### config.mk
export PLATFORM = sky130hd
export DESIGN_NAME = instr_decode_stage
export DESIGN_NICKNAME = d
export VERILOG_FILES = /design/src/rtl/cpu_pkg.sv /design/src/rtl/instr_decode_stage_decoder.sv /design/src/rtl/instr_decode_stage.sv
export SDC_FILE = /design/constraint.sdc
export NUM_CORES = 1
export LEC_CHECK = 0
export BUFFER_PORTS_ARGS = -buffer_cell sky130_fd_sc_hd__buf_4
export CAP_MARGIN = 20
export CORE_UTILIZATION = 44
export DETAILED_ROUTE_END_ITERATION = 7
export GPL_ROUTABILITY_DRIVEN = 0
export HOLD_SLACK_MARGIN = 0.02
export PLACE_DENSITY = 0.78
export SLEW_MARGIN = 20
export SYNTH_ARGS = -nofsm -noshare
export SYNTH_HDL_FRONTEND = slang
export SYNTH_SLANG_ARGS = --single-unit
### constraint.sdc
create_clock -name clk -period 1.3 [get_ports clk]
set_input_delay 0.13 -clock clk [delete_from_list [all_inputs] [get_ports clk]]
set_output_delay 0.13 -clock clk [all_outputs]
set_load 0.005 [all_outputs]
### src/rtl/cpu_pkg.sv
// Shared encodings for the fetch/decode/execute controller and its decode stage:
// controller states, opcodes, instruction field positions and the decoded control bundle.
package cpu_pkg;

    localparam int unsigned OPW   = 4;
    localparam int unsigned REGW  = 2;
    localparam int unsigned STW   = 2;

    // Controller state encoding (2'b11 is unused and treated as idle)
    localparam logic [STW-1:0] ST_FETCH   = 2'b00;
    localparam logic [STW-1:0] ST_DECODE  = 2'b01;
    localparam logic [STW-1:0] ST_EXECUTE = 2'b10;

    localparam logic [OPW-1:0] OP_NOP  = 4'd0;
    localparam logic [OPW-1:0] OP_ADD  = 4'd1;
    localparam logic [OPW-1:0] OP_SUB  = 4'd2;
    localparam logic [OPW-1:0] OP_AND  = 4'd3;
    localparam logic [OPW-1:0] OP_OR   = 4'd4;
    localparam logic [OPW-1:0] OP_XOR  = 4'd5;
    localparam logic [OPW-1:0] OP_NOT  = 4'd6;
    localparam logic [OPW-1:0] OP_MOV  = 4'd7;
    localparam logic [OPW-1:0] OP_LDI  = 4'd8;
    localparam logic [OPW-1:0] OP_INC  = 4'd9;
    localparam logic [OPW-1:0] OP_DEC  = 4'd10;
    localparam logic [OPW-1:0] OP_HALT = 4'd11;

    // Low field positions; the opcode always occupies the top OPW bits of the word
    localparam int unsigned RD_LSB = 2;
    localparam int unsigned RS_LSB = 0;

    typedef struct packed {
        logic [OPW-1:0] alu_op;
        logic           wr;
        logic           use_imm;
        logic           is_halt;
        logic           is_illegal;
    } dec_ctrl_t;

endpackage

### src/rtl/instr_decode_stage_decoder.sv
// Purely combinational opcode decoder producing the control bundle for one instruction.
module instr_decoder_comb
    import cpu_pkg::*;
(
    input  logic [OPW-1:0] opcode_i,
    output dec_ctrl_t      ctrl_o
);

    always_comb begin
        ctrl_o = '0;
        case (opcode_i)
            OP_NOP: ;
            OP_ADD, OP_SUB, OP_AND, OP_OR, OP_XOR, OP_NOT, OP_MOV, OP_INC, OP_DEC: begin
                ctrl_o.alu_op = opcode_i;
                ctrl_o.wr     = 1'b1;
            end
            OP_LDI: begin
                ctrl_o.alu_op  = opcode_i;
                ctrl_o.wr      = 1'b1;
                ctrl_o.use_imm = 1'b1;
            end
            OP_HALT: begin
                ctrl_o.alu_op  = opcode_i;
                ctrl_o.is_halt = 1'b1;
            end
            default: ctrl_o.is_illegal = 1'b1;
        endcase
    end

endmodule

### src/rtl/instr_decode_stage.sv
// Decode stage: captures the IR, registers decoded fields for the EXECUTE cycle, tracks status, counts retires.
// Build option ILLEGAL_TRAP_EN: opcodes 12..15 trap (set illegal and halted) instead of acting as NOP.
module instr_decode_stage
    import cpu_pkg::*;
#(
    parameter int unsigned IW = 8,
    parameter int unsigned CW = 16
) (
    input  logic           clk,
    input  logic           reset,
    input  logic [1:0]     state,
    input  logic           rom_read_enable,
    input  logic           ir_load,
    input  logic [IW-1:0]  rom_data,
    output logic [IW-1:0]  ir,
    output logic [3:0]     alu_op,
    output logic [1:0]     rd_sel,
    output logic [1:0]     rs_sel,
    output logic [IW-1:0]  imm,
    output logic           use_imm,
    output logic           rf_we,
    output logic           exec_valid,
    output logic           halted,
    output logic           illegal,
    output logic           proto_err,
    output logic [CW-1:0]  retired_cnt
);

`ifdef ILLEGAL_TRAP_EN
    localparam bit TRAP_EN = 1'b1;
`else
    localparam bit TRAP_EN = 1'b0;
`endif

    logic [IW-1:0]   ir_q, ir_d;
    dec_ctrl_t       dec_q, dec_d;
    logic [REGW-1:0] rd_q, rd_d;
    logic [REGW-1:0] rs_q, rs_d;
    logic [IW-1:0]   imm_q, imm_d;
    logic            pending_q, pending_d;
    logic            halted_q, halted_d;
    logic            illegal_q, illegal_d;
    logic            proto_q, proto_d;
    logic [CW-1:0]   cnt_q, cnt_d;

    dec_ctrl_t       dec_ctrl_c;
    logic            capture_c;
    logic            proto_ev_c;
    logic            exec_fire_c;
    logic [REGW-1:0] rs_field_c;

    instr_decoder_comb u_decoder (
        .opcode_i (rom_data[IW-1 -: OPW]),
        .ctrl_o   (dec_ctrl_c)
    );

    assign rs_field_c  = rom_data[RS_LSB +: REGW];
    assign capture_c   = ir_load & rom_read_enable & (state == ST_DECODE) & ~halted_q;
    assign proto_ev_c  = ir_load & (~rom_read_enable | (state != ST_DECODE));
    assign exec_fire_c = (state == ST_EXECUTE) & pending_q & ~halted_q;

    // Next-state logic; every register holds unless an event below updates it
    always_comb begin
        ir_d      = ir_q;
        dec_d     = dec_q;
        rd_d      = rd_q;
        rs_d      = rs_q;
        imm_d     = imm_q;
        pending_d = pending_q;
        halted_d  = halted_q;
        illegal_d = illegal_q;
        proto_d   = proto_q;
        cnt_d     = cnt_q;

        if (proto_ev_c) begin
            proto_d   = 1'b1;
            pending_d = 1'b0;
        end

        if (capture_c) begin
            ir_d      = rom_data;
            dec_d     = dec_ctrl_c;
            rd_d      = rom_data[RD_LSB +: REGW];
            rs_d      = rs_field_c;
            imm_d     = IW'(rs_field_c);
            pending_d = 1'b1;
        end

        if (exec_fire_c) begin
            cnt_d = cnt_q + CW'(1);
            if (dec_q.is_halt) begin
                halted_d = 1'b1;
            end
            if (TRAP_EN && dec_q.is_illegal) begin
                illegal_d = 1'b1;
                halted_d  = 1'b1;
            end
        end

        // Any EXECUTE cycle consumes the pending capture, fired or not
        if (state == ST_EXECUTE) begin
            pending_d = 1'b0;
        end
    end

    always_ff @(posedge clk or posedge reset) begin
        if (reset) begin
            ir_q      <= '0;
            dec_q     <= '0;
            rd_q      <= '0;
            rs_q      <= '0;
            imm_q     <= '0;
            pending_q <= 1'b0;
            halted_q  <= 1'b0;
            illegal_q <= 1'b0;
            proto_q   <= 1'b0;
            cnt_q     <= '0;
        end else begin
            ir_q      <= ir_d;
            dec_q     <= dec_d;
            rd_q      <= rd_d;
            rs_q      <= rs_d;
            imm_q     <= imm_d;
            pending_q <= pending_d;
            halted_q  <= halted_d;
            illegal_q <= illegal_d;
            proto_q   <= proto_d;
            cnt_q     <= cnt_d;
        end
    end

    assign ir          = ir_q;
    assign alu_op      = dec_q.alu_op;
    assign rd_sel      = rd_q;
    assign rs_sel      = rs_q;
    assign imm         = imm_q;
    assign use_imm     = dec_q.use_imm;
    assign exec_valid  = exec_fire_c;
    assign rf_we       = exec_fire_c & dec_q.wr;
    assign halted      = halted_q;
    assign illegal     = illegal_q;
    assign proto_err   = proto_q;
    assign retired_cnt = cnt_q;

endmodule

### After elaboration in Yosys (flattened, before gate mapping)

Index checks and enable logic that the tools add are counted.

* bits in registers: 38
* input port bits: 14
* output and inout bits: 46

* add/subtract/negate cells: 1
* equality and inequality tests: 14
* mux-type cells: 7
* bitwise logic cells: 10
* reduce and logical (&&, ||, !) cells: 4

Operator list (number)
* 16-bit by 1-bit adder with 16-bit output (second input constant): 1
* 4-bit by 3-bit == test with 1-bit output (second input constant): 4
* 4-bit == test (second input constant): 4
* 11-bit OR reduction: 1
* 10-bit OR reduction: 1
* 4-bit by 2-bit == test with 1-bit output (second input constant): 2
* 1-bit AND: 7
* 1-bit 2-to-1 mux: 6
* 4-bit by 1-bit == test with 1-bit output (second input constant): 1
* 4-bit 2-to-1 mux: 1
* 3-bit nonzero test: 1
* 2-bit by 1-bit == test with 1-bit output (second input constant): 1
* 2-bit == test (second input constant): 1
* 2-bit by 1-bit inequality test with 1-bit output (second input constant): 1
* 1-bit inverter: 2
* 2-bit AND reduction: 1
* 1-bit bitwise OR: 1

### Depth between registers and ports, before layout

* depth in word-level cells: 6
* depth in mapped cells: 5
* mapped depth without buffers: 5

### Hierarchy

From an unflattened synthesis, not the netlist that was laid out.

* cells, all modules: 131
* area total of the unflattened synthesis: 1690.4 sq um

By module, submodules not included
* instr_decode_stage: instances 1, cells an instance 121, area each 1606.5 sq um, seq. area each 850.8 sq um
* instr_decoder_comb: instances 1, cells an instance 10, area each 83.8 sq um, seq. area each 0.0 sq um

### Worst setup path after synthesis

OpenSTA, ideal clock, no wires.

* kind: register to register
* start: register halted_q, in the netlist halted
* end: register cnt_q[11], in the netlist retired_cnt[11]
* arrival: 1274 ps
* required time: 1221 ps
* path slack: -53 ps
* stages on the path, launching flop included: 6
* path buffers: 0
* path through: dfrtp_1 > nand4bb_4 > inv_2 > nand4_1 > nor2b_1 > xor2_1

* longest elaborated chain between the ends: 2

Ends and longest elaborated chain
* from (decl): line instr_decode_stage.sv:41 `logic halted_q, halted_d;`
* from (signal assigned): line instr_decode_stage.sv:125 `halted_q <= halted_d;`
* 1-bit inverter: line instr_decode_stage.sv:60 `assign exec_fire_c = (state == ST_EXECUTE) & pending_q & ~halted_q;`
* 1-bit AND: line instr_decode_stage.sv:60
* net exec_valid: line instr_decode_stage.sv:22 `output logic exec_valid,`
* to (signal assigned): line instr_decode_stage.sv:128 `cnt_q <= cnt_d;`
* to (decl): line instr_decode_stage.sv:44 `logic [CW-1:0] cnt_q, cnt_d;`

The timed path passes the listed nets, and every way through them passes these cells.
A chain may end at the register's enable or synchronous reset.

### Worst setup path in the final report

* start: register halted_q, in the netlist halted
* end: register cnt_q[12], in the netlist retired_cnt[12]

* longest elaborated chain between the ends: 2

Ends and longest elaborated chain (line)
* 1-bit inverter: instr_decode_stage.sv:60
* 1-bit AND: instr_decode_stage.sv:60

Every way passes these cells.

==> results.ini <==
[setup_path]
path_buf_inv = 2
r2r_cells = 6
crit_path_end = retired_cnt[12]$_DFFE_PP0P_
slowest_delay_ps = 390
rrSetupSlack_ps = -200
critical_path.top_delay_family = simple AND/OR/NAND/NOR gates
worstReg2RegEnd = retired_cnt[12]$_DFFE_PP0P_
start_kind = register
critPathArrivalTime_ps = 1730
r2r-start = halted$_DFFE_PP0P_
cp_max_fo = 4
slowest_stage = dfrtp_1
critPathKind = reg2reg
path_cells = nand4bb_4 -> buf_6 -> nor3b_4 -> buf_4 -> nand3_2 -> xnor2_1
worstSetupEndpointType = register
worstSetupStartpoint = halted$_DFFE_PP0P_
worst-path-stages = 6
required_ps = 1530

[placement]
preCtsSetupSlack_ps = -105
hpwl_um = 2510
portBuffers = 52

[floorplan]
initial_core_util = 0.473
boundaryPins = 60
die_area_um2 = 3920
die_w_um = 62.6
coreArea_um2 = 3420
die_h_um = 62.6
row_count = 21

[global_route]
grt_first_pass_wirelength_um = 6180
overflow = 0
grt_start_max_net_pins = 35
antenna_found_initial = 0
grt_usage = 0.201
grt_pass1_vias = 1352

[route]
wl_um = 3740
drt_iter0_markers = 90
antenna_left = 0
vias_per_cell = 4.83
post_drt_wl_per_cell_um = 13.0
vias = 1385
drc = 0
dr.pass1.iters = 4

[synthesis]
syn_avg_cell_area_um2 = 10.2
netlist_instances = 159
async_flop_share = 1.00
ys_types = 33
synth_seq_cells = 34
yosys_warnings = 0
synth_flop_cell = dfrtp_1
ys_seq_area_frac = 0.527
synth-edff-count = 0
syn-cell-area_um2 = 1620

[clocking]
clock_latency_ps = 330
cts-root-buf = clkbuf_4
htreeDepth = 2
path_clk_slew_ps = 110
clock_sinks = 34
clk_path_buf_depth = 2
cts-buffers-inserted = 5
cts_tree = yes

[status]
violations = setup timing
outcome = finished with violations

[final_layout]
area_delta_synth_final_pct = 50.3
fill_cells = 272
final_util = 0.711
drive_gt1_frac = 0.427
antenna_cells = 0
final_net_count = 255

[sta]
fin_crit_ps = 1500
fin_worst_skew_ps = 6.66
hold_viol_final = 0
fin_crit_sh = 1.15
setup_viol = 24
postLayoutSetupSlackWorst_ps = -195
fmax_mhz = 669
slew_viol_final = 0
rsz0062_at_grt = yes
tns_ps = -1930

[pwr]
p_per_area_nw_per_um2 = 1180
p_leak_nw = 1.32
irDropWorstVdd_v = 0.000707
p_total_mw = 2.87

[hold_path]
hp-class = in2reg

[job]
max_cap_violations = 0

==> worst min path at each step <==
stage,start,endpoint,depth (start not counted)
6_report,rom_data[4],use_imm$_DFFE_PP0P_,2
5_1_grt,rom_data[4],use_imm$_DFFE_PP0P_,2
4_1_cts,rom_data[6],ir[6]$_DFFE_PP0P_,3
3_5_place_dp,reset,retired_cnt[12]$_DFFE_PP0P_,3
3_3_place_gp,reset,retired_cnt[15]$_DFFE_PP0P_,3
2_1_floorplan,rom_data[4],use_imm$_DFFE_PP0P_,1
==> layout by cell type, fill, tap and decap left out, types with 2 or more instances in the layout <==
master,instances
o21ai_0,2
and3_1,3
dlygate4sd3_1,7
nor2b_1,2
nand2_1,43
nand2_2,3
xnor2_1,9
xor2_1,6
clkbuf_4,5
conb_1,7
and4_1,2
nand3_1,6
nor2_1,4
a21o_1,2
bufinv_16,2
buf_4,72
nand4_1,2
buf_6,7
a21oi_1,2
dfrtp_1,34
or3b_4,2
==> through the flow <==
stage	hold WS (ps)	instances	instance area (um2)
final	37.2	287	2430
after global routing	26.3	287	2430
after CTS	20.1	281	2330
after detailed placement	262	262	2080
after global placement	250	262	2080
after floorplan	225	165	1640
==> per-layer routing <==
| layer | track usage | part of all wire | up-vias | wire, um |
|---|---|---|---|---|
| met3 | 0.0584 | 0.056 | 5 | 208 |
| met4 | 0.0581 | 0.0096 | 0 | 36 |
| met5 | 0 | 0 | - | 0 |
| li1 | - | - | 657 | - |
| met1 | 0.240 | 0.41 | 672 | 1540 |
| met2 | 0.348 | 0.52 | 51 | 1950 |
==> cell families after synthesis <==
family                   Yosys count  synth area share
AO/OA/AOI/OAI                      9            0.0395
XOR/XNOR                          15            0.0813
adder cells (fa/ha/maj)            1           0.00774
buffers and inverters             22            0.0960
flip-flops                        34             0.527
other                              1           0.00232
AND/OR/NAND/NOR                   77             0.246
==> cell usage after synthesis, types with 2 or more instances <==
cell / instances / area share
nand3_1: 7 / 0.022
and4_1: 2 / 0.011
nor2b_1: 2 / 0.0077
and3_1: 3 / 0.012
xor2_1: 6 / 0.033
o21ai_0: 3 / 0.0093
a21o_1: 2 / 0.0093
a21oi_1: 2 / 0.0062
dfrtp_1: 34 / 0.53
nand2_1: 46 / 0.11
nor2_1: 5 / 0.012
xnor2_1: 9 / 0.049
buf_4: 17 / 0.079
nand4_1: 2 / 0.0077
==> timing repair <==
item                                    4_1_cts  5_1_grt
hold buffers                                  6        1
hold endpoints to repair                     39        1
setup buffers                                 5        5
gates cloned                                  0        1
pin swaps                                     6       13
gates resized for setup                       8       12
endpoints found under the setup margin       11       31
==> area by class of cell <==
cell class,count,area [um2],area share
clock inverter,2,60.1,0.0247
timing repair buffer,87,709,0.292
sequential,34,851,0.351
clock buffer,6,51.3,0.0211
inverter,2,10.0,0.00412
tap,46,57.6,0.0237
multi-input combinational,110,688,0.284
==> power breakdown <==
group	switching [mW]	total, mW	internal (mW)
clock network	0.359	1.01	0.652
registers	0.0818	1.26	1.17
logic	0.245	0.605	0.360
==> state kept, by name, summed over array words and instances (netlist names) <==
| register | cells |
|---|---|
| proto_err | 1 |
| alu_op | 4 |
| pending_q | 1 |
| use_imm | 1 |
| retired_cnt | 16 |
| dec_q | 2 |
| halted | 1 |
| ir | 8 |
Power figures use the tool's default switching activity.
